<file path="config.mk">
export PLATFORM = sky130hd
export DESIGN_NAME = ir_drive_ctrl
export DESIGN_NICKNAME = d
export VERILOG_FILES = /design/src/rtl/ir_ctrl_pkg.sv /design/src/rtl/ir_hold_timer.sv /design/src/rtl/ir_drive_ctrl.sv
export SDC_FILE = /design/constraint.sdc
export NUM_CORES = 1
export LEC_CHECK = 0
export ABC_CLOCK_PERIOD_IN_PS = 3200
export CAP_MARGIN = 20
export CORE_ASPECT_RATIO = 1.5
export CORE_MARGIN = 3
export CORE_UTILIZATION = 45
export CTS_BUF_LIST = sky130_fd_sc_hd__clkbuf_4
export CTS_CLUSTER_DIAMETER = 200
export CTS_CLUSTER_SIZE = 25
export DETAILED_ROUTE_END_ITERATION = 10
export PLACE_DENSITY_LB_ADDON = 0.15
export REMOVE_ABC_BUFFERS = 1
export SLEW_MARGIN = 20
export SYNTH_ARGS = -nofsm -noshare
export SYNTH_HDL_FRONTEND = slang
export SYNTH_SLANG_ARGS = --single-unit
</file>
<file path="constraint.sdc">
create_clock -name clk_in -period 3.2 [get_ports clk_in]
set_input_delay 0.8 -clock clk_in [delete_from_list [all_inputs] [get_ports clk_in]]
set_output_delay 0.8 -clock clk_in [all_outputs]
set_load 0.005 [all_outputs]
</file>
<file path="src/rtl/ir_ctrl_pkg.sv">
// Shared encodings for the NEC IR drive controller: motion codes, key codes, FSM states.
package ir_ctrl_pkg;

  localparam int unsigned MOT_W = 3;
  localparam int unsigned SPD_W = 3;
  localparam int unsigned ERR_W = 8;

  localparam logic [MOT_W-1:0] MOT_STOP  = 3'd0;
  localparam logic [MOT_W-1:0] MOT_FWD   = 3'd1;
  localparam logic [MOT_W-1:0] MOT_BACK  = 3'd2;
  localparam logic [MOT_W-1:0] MOT_LEFT  = 3'd3;
  localparam logic [MOT_W-1:0] MOT_RIGHT = 3'd4;

  localparam logic [7:0] KEY_FWD    = 8'h18;
  localparam logic [7:0] KEY_BACK   = 8'h52;
  localparam logic [7:0] KEY_LEFT   = 8'h08;
  localparam logic [7:0] KEY_RIGHT  = 8'h5A;
  localparam logic [7:0] KEY_STOP   = 8'h1C;
  localparam logic [7:0] KEY_SPD_UP = 8'h15;
  localparam logic [7:0] KEY_SPD_DN = 8'h07;

  typedef enum logic {
    ST_IDLE,
    ST_DRIVE
  } state_e;

  // Motion keys only; STOP and speed keys are handled separately.
  function automatic logic is_motion_key(input logic [7:0] cmd);
    return (cmd == KEY_FWD) || (cmd == KEY_BACK) ||
           (cmd == KEY_LEFT) || (cmd == KEY_RIGHT);
  endfunction

  function automatic logic [MOT_W-1:0] key_to_motion(input logic [7:0] cmd);
    logic [MOT_W-1:0] m;
    case (cmd)
      KEY_FWD:   m = MOT_FWD;
      KEY_BACK:  m = MOT_BACK;
      KEY_LEFT:  m = MOT_LEFT;
      KEY_RIGHT: m = MOT_RIGHT;
      default:   m = MOT_STOP;
    endcase
    return m;
  endfunction

endpackage

</file>
<file path="src/rtl/ir_hold_timer.sv">
// Motion hold countdown: load has priority over clear, clear over decrement.
module ir_hold_timer #(
  parameter int unsigned WIDTH = 4
) (
  input  logic             clk_in,
  input  logic             rst_n,
  input  logic             load,
  input  logic             clr,
  input  logic             dec_en,
  input  logic [WIDTH-1:0] load_val,
  output logic             expire_c
);

  logic [WIDTH-1:0] cnt;

  always_ff @(posedge clk_in) begin
    if (!rst_n) begin
      cnt <= '0;
    end else if (load) begin
      cnt <= load_val;
    end else if (clr) begin
      cnt <= '0;
    end else if (dec_en && (cnt != '0)) begin
      cnt <= cnt - WIDTH'(1);
    end
  end

  // Last cycle of the hold window; the caller decides whether a reload overrides it.
  assign expire_c = dec_en && (cnt == WIDTH'(1));

endmodule

</file>
<file path="src/rtl/ir_drive_ctrl.sv">
// NEC IR command scheduler: validates frames, maps keys to motion/speed, holds on repeats.
// Optional build macro IR_ADDR_FILTER_EN adds address byte checking against MY_ADDR.
module ir_drive_ctrl
  import ir_ctrl_pkg::*;
#(
  parameter int unsigned CLK_HZ     = 100_000_000,
  parameter int unsigned HOLD_MS    = 120,
  parameter int unsigned SPEED_INIT = 3,
  parameter logic [7:0]  MY_ADDR    = 8'h00
) (
  input  logic        clk_in,
  input  logic        rst_n,
  input  logic        frame_vld,
  input  logic [31:0] frame_data,
  input  logic        rpt_vld,
  output logic [2:0]  motion,
  output logic [2:0]  speed,
  output logic        cmd_vld,
  output logic        busy,
  output logic [7:0]  err_cnt
);

  localparam int unsigned HOLD_CYC = CLK_HZ / 1000 * HOLD_MS;
  localparam int unsigned TMR_W    = $clog2(HOLD_CYC + 1);

  state_e            state, state_d;
  logic [MOT_W-1:0]  motion_d;
  logic [SPD_W-1:0]  speed_d;
  logic [ERR_W-1:0]  err_d;
  logic              cmd_vld_d;
  logic              tmr_load, tmr_clr, tmr_expire_c;
  logic [7:0]        cmd, cmd_n;
  logic              frame_ok, accept, reject;

  assign cmd   = frame_data[15:8];
  assign cmd_n = frame_data[7:0];

`ifdef IR_ADDR_FILTER_EN
  assign frame_ok = ((cmd ^ cmd_n) == 8'hFF) &&
                    (frame_data[31:24] == MY_ADDR) &&
                    ((frame_data[31:24] ^ frame_data[23:16]) == 8'hFF);
`else
  logic unused_addr;
  assign unused_addr = ^{frame_data[31:16], MY_ADDR};
  assign frame_ok    = ((cmd ^ cmd_n) == 8'hFF);
`endif

  assign accept = frame_vld && frame_ok;
  assign reject = frame_vld && !frame_ok;

  ir_hold_timer #(.WIDTH(TMR_W)) u_hold_timer (
    .clk_in   (clk_in),
    .rst_n    (rst_n),
    .load     (tmr_load),
    .clr      (tmr_clr),
    .dec_en   (state == ST_DRIVE),
    .load_val (TMR_W'(HOLD_CYC)),
    .expire_c (tmr_expire_c)
  );

  always_ff @(posedge clk_in) begin
    if (!rst_n) state <= ST_IDLE;
    else        state <= state_d;
  end

  // Next state plus next values of every registered output.
  always_comb begin
    state_d   = state;
    motion_d  = motion;
    speed_d   = speed;
    err_d     = err_cnt;
    cmd_vld_d = 1'b0;
    tmr_load  = 1'b0;
    tmr_clr   = 1'b0;

    if (reject && (err_cnt != 8'hFF)) err_d = err_cnt + 8'd1;

    if (accept && (cmd == KEY_SPD_UP)) begin
      cmd_vld_d = 1'b1;
      if (speed != 3'd7) speed_d = speed + 3'd1;
    end else if (accept && (cmd == KEY_SPD_DN)) begin
      cmd_vld_d = 1'b1;
      if (speed != 3'd0) speed_d = speed - 3'd1;
    end

    case (state)
      ST_IDLE: begin
        if (accept && is_motion_key(cmd)) begin
          state_d   = ST_DRIVE;
          motion_d  = key_to_motion(cmd);
          tmr_load  = 1'b1;
          cmd_vld_d = 1'b1;
        end else if (accept && (cmd == KEY_STOP)) begin
          motion_d  = MOT_STOP;
          cmd_vld_d = 1'b1;
        end
      end
      ST_DRIVE: begin
        if (accept && is_motion_key(cmd)) begin
          motion_d  = key_to_motion(cmd);
          tmr_load  = 1'b1;
          cmd_vld_d = 1'b1;
        end else if (accept && (cmd == KEY_STOP)) begin
          state_d   = ST_IDLE;
          motion_d  = MOT_STOP;
          tmr_clr   = 1'b1;
          cmd_vld_d = 1'b1;
        end else if (rpt_vld && !frame_vld) begin
          tmr_load = 1'b1;
        end else if (tmr_expire_c) begin
          state_d  = ST_IDLE;
          motion_d = MOT_STOP;
        end
      end
      default: state_d = ST_IDLE;
    endcase
  end

  always_ff @(posedge clk_in) begin
    if (!rst_n) begin
      motion  <= MOT_STOP;
      speed   <= SPD_W'(SPEED_INIT);
      cmd_vld <= 1'b0;
      busy    <= 1'b0;
      err_cnt <= '0;
    end else begin
      motion  <= motion_d;
      speed   <= speed_d;
      cmd_vld <= cmd_vld_d;
      busy    <= (state_d == ST_DRIVE);
      err_cnt <= err_d;
    end
  end

endmodule

</file>
==> impl_metrics.toml <==
[critical_path]
reg2reg_depth = 8
worstReg2RegEnd = "u_hold_timer.cnt[17]"
cp-end-kind = "flip-flop"
worstPathMaxFanout = 3
r2r_start = "u_hold_timer.cnt[0]"
ff2ff_setup_slack_ns = 0.85
startpoint_type = "input pin"
crit_required_ns = 3.46
worstPathArrival_ns = 3.05
crit_type = "input pin to flip-flop"

[die]
core_sq_um = 4930
die-area_sq_um = 6090
fp.dieH_um = 94.1
num_io_pins = 52
start_util_pct = 47.3
std_cell_rows = 31
die_width_um = 64.8

[placed_design]
dpl_cell_area_sq_um = 2830
hpwl_um = 4010
io_buffers = 35
place_congestion = 0.803

[run_status]
status = "complete, no violations"

[cells_and_area]
multiInputGateArea_sq_um = 1440
syn2layout_area_growth_pct = 25.0
fill_cells = 456
finalInstanceArea_sq_um = 2910
final_core_util_pct = 59.1
seq_area_sq_um = 801
nNetsFinal = 357
drive_gt1_share_pct = 13.2
antenna_cells = 0

[synthesis]
ys_seq_elements = 40
async_reset_ff_share_pct = 0
syn_avg_cell_area_sq_um = 8.69
synth_edf_count = 0
ys_warn_count = 0
netlist-cell-type-count = 59
syn_area_sq_um = 2330
syn_inst = 268
ys_seq_area_share_pct = 34.4
synth_flop_cell = "dfxtp_1"

[clock_network]
clkTransAtPathRegs_ns = 0.12
cts_buffers = 5
postCtsSetupRepairBufs = 0
htreeDepth = 2
cts_tree = "built"
hold_buffers = 0
cts_resized = 0
clock_latency_ns = 0.36
cts.sinks = 40
cts_max_path_buffers = 2
root_buffer = "clkbuf_4"

[min_path]
hold_path_startpoint = "u_hold_timer.cnt[15]"
min_path_type = "flip-flop to flip-flop"
hold_path_depth = 2
min_to = "u_hold_timer.cnt[15]"

[run]
drv_cap = 0

[routing]
first_pass_iters = 4
wirelength_um = 5210
vias_per_cell = 5.54
dr_total_vias = 2123
drt_iter0_drc = 93
wl_per_cell_um = 13.6
drc_errors = 0
ant_nets = 0

[sta]
tightest_slew_ns = 0.880
rsz0062_at_grt = "false"
relSlewSlack_pct = 41.1
fmax_ghz = 0.359
drv_slew = 0
finalSetupViolCount = 0
skew_ns = 0.0202
hold_viol_final = 0
finalSetupTns_ns = 0
fin_crit_ns = 2.79
hold_slack_ns = 0.486
fin_crit_sh_pct = 87.1

[power]
combPwrFrac_pct = 9.1
netSwitchingFraction_pct = 22.9
p_leak_nw = 1.12
peakVddDrop_mv = 0.181
intPower_mw = 0.711
seqPwrFrac_pct = 54.6
pwr-share-clk_pct = 36.3
p_per_area_nw_per_um2 = 317
switchingPower_mw = 0.211

[global_route]
grt_usage_pct = 18.5
grt-ovfl-total = 0
grt_max_degree = 15
grt_pass1_wl_um = 8870
antenna_found_initial = 0
grt_pass1_vias = 2050
==> per-layer routing <==
metal	global-route usage [%]	part of all wire (%)	up-vias
met2	34.7	53	48
met1	19.6	41	973
li1	-	-	1095
met3	3.95	4.5	7
met5	0	0	-
met4	7.41	1.5	0
==> flip-flops by register name, indices dropped and copies added (netlist names) <==
register and count:
u_hold_timer.cnt 24, err_cnt 8, speed 3, cmd_vld 1, motion 3, busy 1
==> synth_stat cells (2+ instances only) <==
cell	instances	area share (%)
nand4b_1	3	1.1
or2_2	3	0.81
xor2_1	26	9.8
clkbuf_1	7	1.1
inv_1	7	1.1
xnor2_1	3	1.1
nor3_1	9	1.9
or4_1	4	1.3
nor4_1	4	1.1
mux2i_1	2	0.86
a22oi_1	3	0.97
dfxtp_1	40	34
nor2_1	34	5.5
or3_1	5	1.3
nand2_1	13	2.1
and3_1	4	1.1
o21ai_0	4	0.86
nor3_4	2	1.4
a31oi_1	3	0.81
nand4_1	7	1.9
nand3_1	20	4.3
or3_4	2	0.97
a21oi_1	8	1.7
nand2b_1	2	0.54
ha_1	4	2.1
and4_1	2	0.75
o31ai_1	2	0.64
o211ai_1	7	2.3
a211oi_1	3	0.97
o311ai_0	6	2.3
==> power groups by stage <==
| stage | Sequential, mW | Clock [mW] | Combinational [mW] |
|---|---|---|---|
| finish | 0.504 | 0.335 | 0.0836 |
| detailed placement | 0.515 | 0 | 0.0843 |
| global placement | 0.515 | 0 | 0.0841 |
| floorplan | 0.515 | 0 | 0.0303 |
| global route | 0.504 | 0.365 | 0.0928 |
| CTS | 0.504 | 0.347 | 0.0845 |
==> how the worst max path moves through the flow <==
| stage | end | cells past startpoint | startpoint |
|---|---|---|---|
| floorplan | speed[2] | 8 | frame_data[12] |
| global placement | speed[2] | 8 | frame_data[8] |
| detailed placement | speed[2] | 8 | frame_data[8] |
| CTS | speed[2] | 8 | frame_data[8] |
| global route | speed[2] | 10 | frame_data[8] |
| finish | speed[2] | 8 | frame_data[8] |
==> critical path, stage by stage <==
cell and delay [ns]:
clkdlybuf4s50_1 0.50, nor4bb_1 0.34, and4b_1 0.26, nand2_1 0.08, fa_1 0.41, xor2_1 0.17, or3_1 0.30, a211oi_1 0.19
==> layout by cell type, fill, tap and decap left out, types with 3 or more instances in the layout <==
cell	netlist	final
xor2_1	26	26
nor2_1	34	34
or2_2	3	3
nand3_1	20	20
inv_1	7	7
o21ai_0	4	4
clkdlybuf4s50_1	0	35
a211oi_1	3	3
o311ai_0	6	6
a31oi_1	3	3
o211ai_1	7	7
buf_4	1	17
nand2_1	13	13
a22oi_1	3	3
or3_1	5	5
and3_1	4	4
a21oi_1	8	8
clkbuf_4	0	5
nand4_1	7	7
or4_1	4	4
nand4b_1	3	3
dfxtp_1	40	40
nor4_1	4	4
xnor2_1	3	3
nor3_1	9	9
ha_1	4	4
==> through the flow <==
step	instances	setup slack, ns	power (mW)
finish	383	0.412	0.923
global route	383	0.268	0.962
CTS	383	0.427	0.935
detailed placement	375	0.0620	0.599
global placement	375	0.0448	0.599
floorplan	257	0.299	0.545
==> area by class of cell <==
cell class	instances	area share (%)
clock buffers	5	1.29
repair buffers	52	16.4
multi-input cells	210	49.6
inverters	7	0.902
clock inverters	3	1.46
well taps	66	2.84
flip-flops and latches	40	27.5
==> cell families (layout without fill, tap and decap cells) <==
| kind of cell | after synthesis | count (layout) | synth area share, % |
|---|---|---|---|
| adder cells (fa/ha/maj) | 5 | 5 | 3.01 |
| multiplexers | 2 | 2 | 0.859 |
| AND/OR/NAND/NOR | 127 | 127 | 32.5 |
| flip-flops | 40 | 40 | 34.4 |
| XOR/XNOR | 29 | 29 | 10.9 |
| AO/OA/AOI/OAI | 47 | 47 | 14.7 |
| buffers and inverters | 18 | 67 | 3.65 |
No activity file was read; power rests on OpenSTA's default activity.
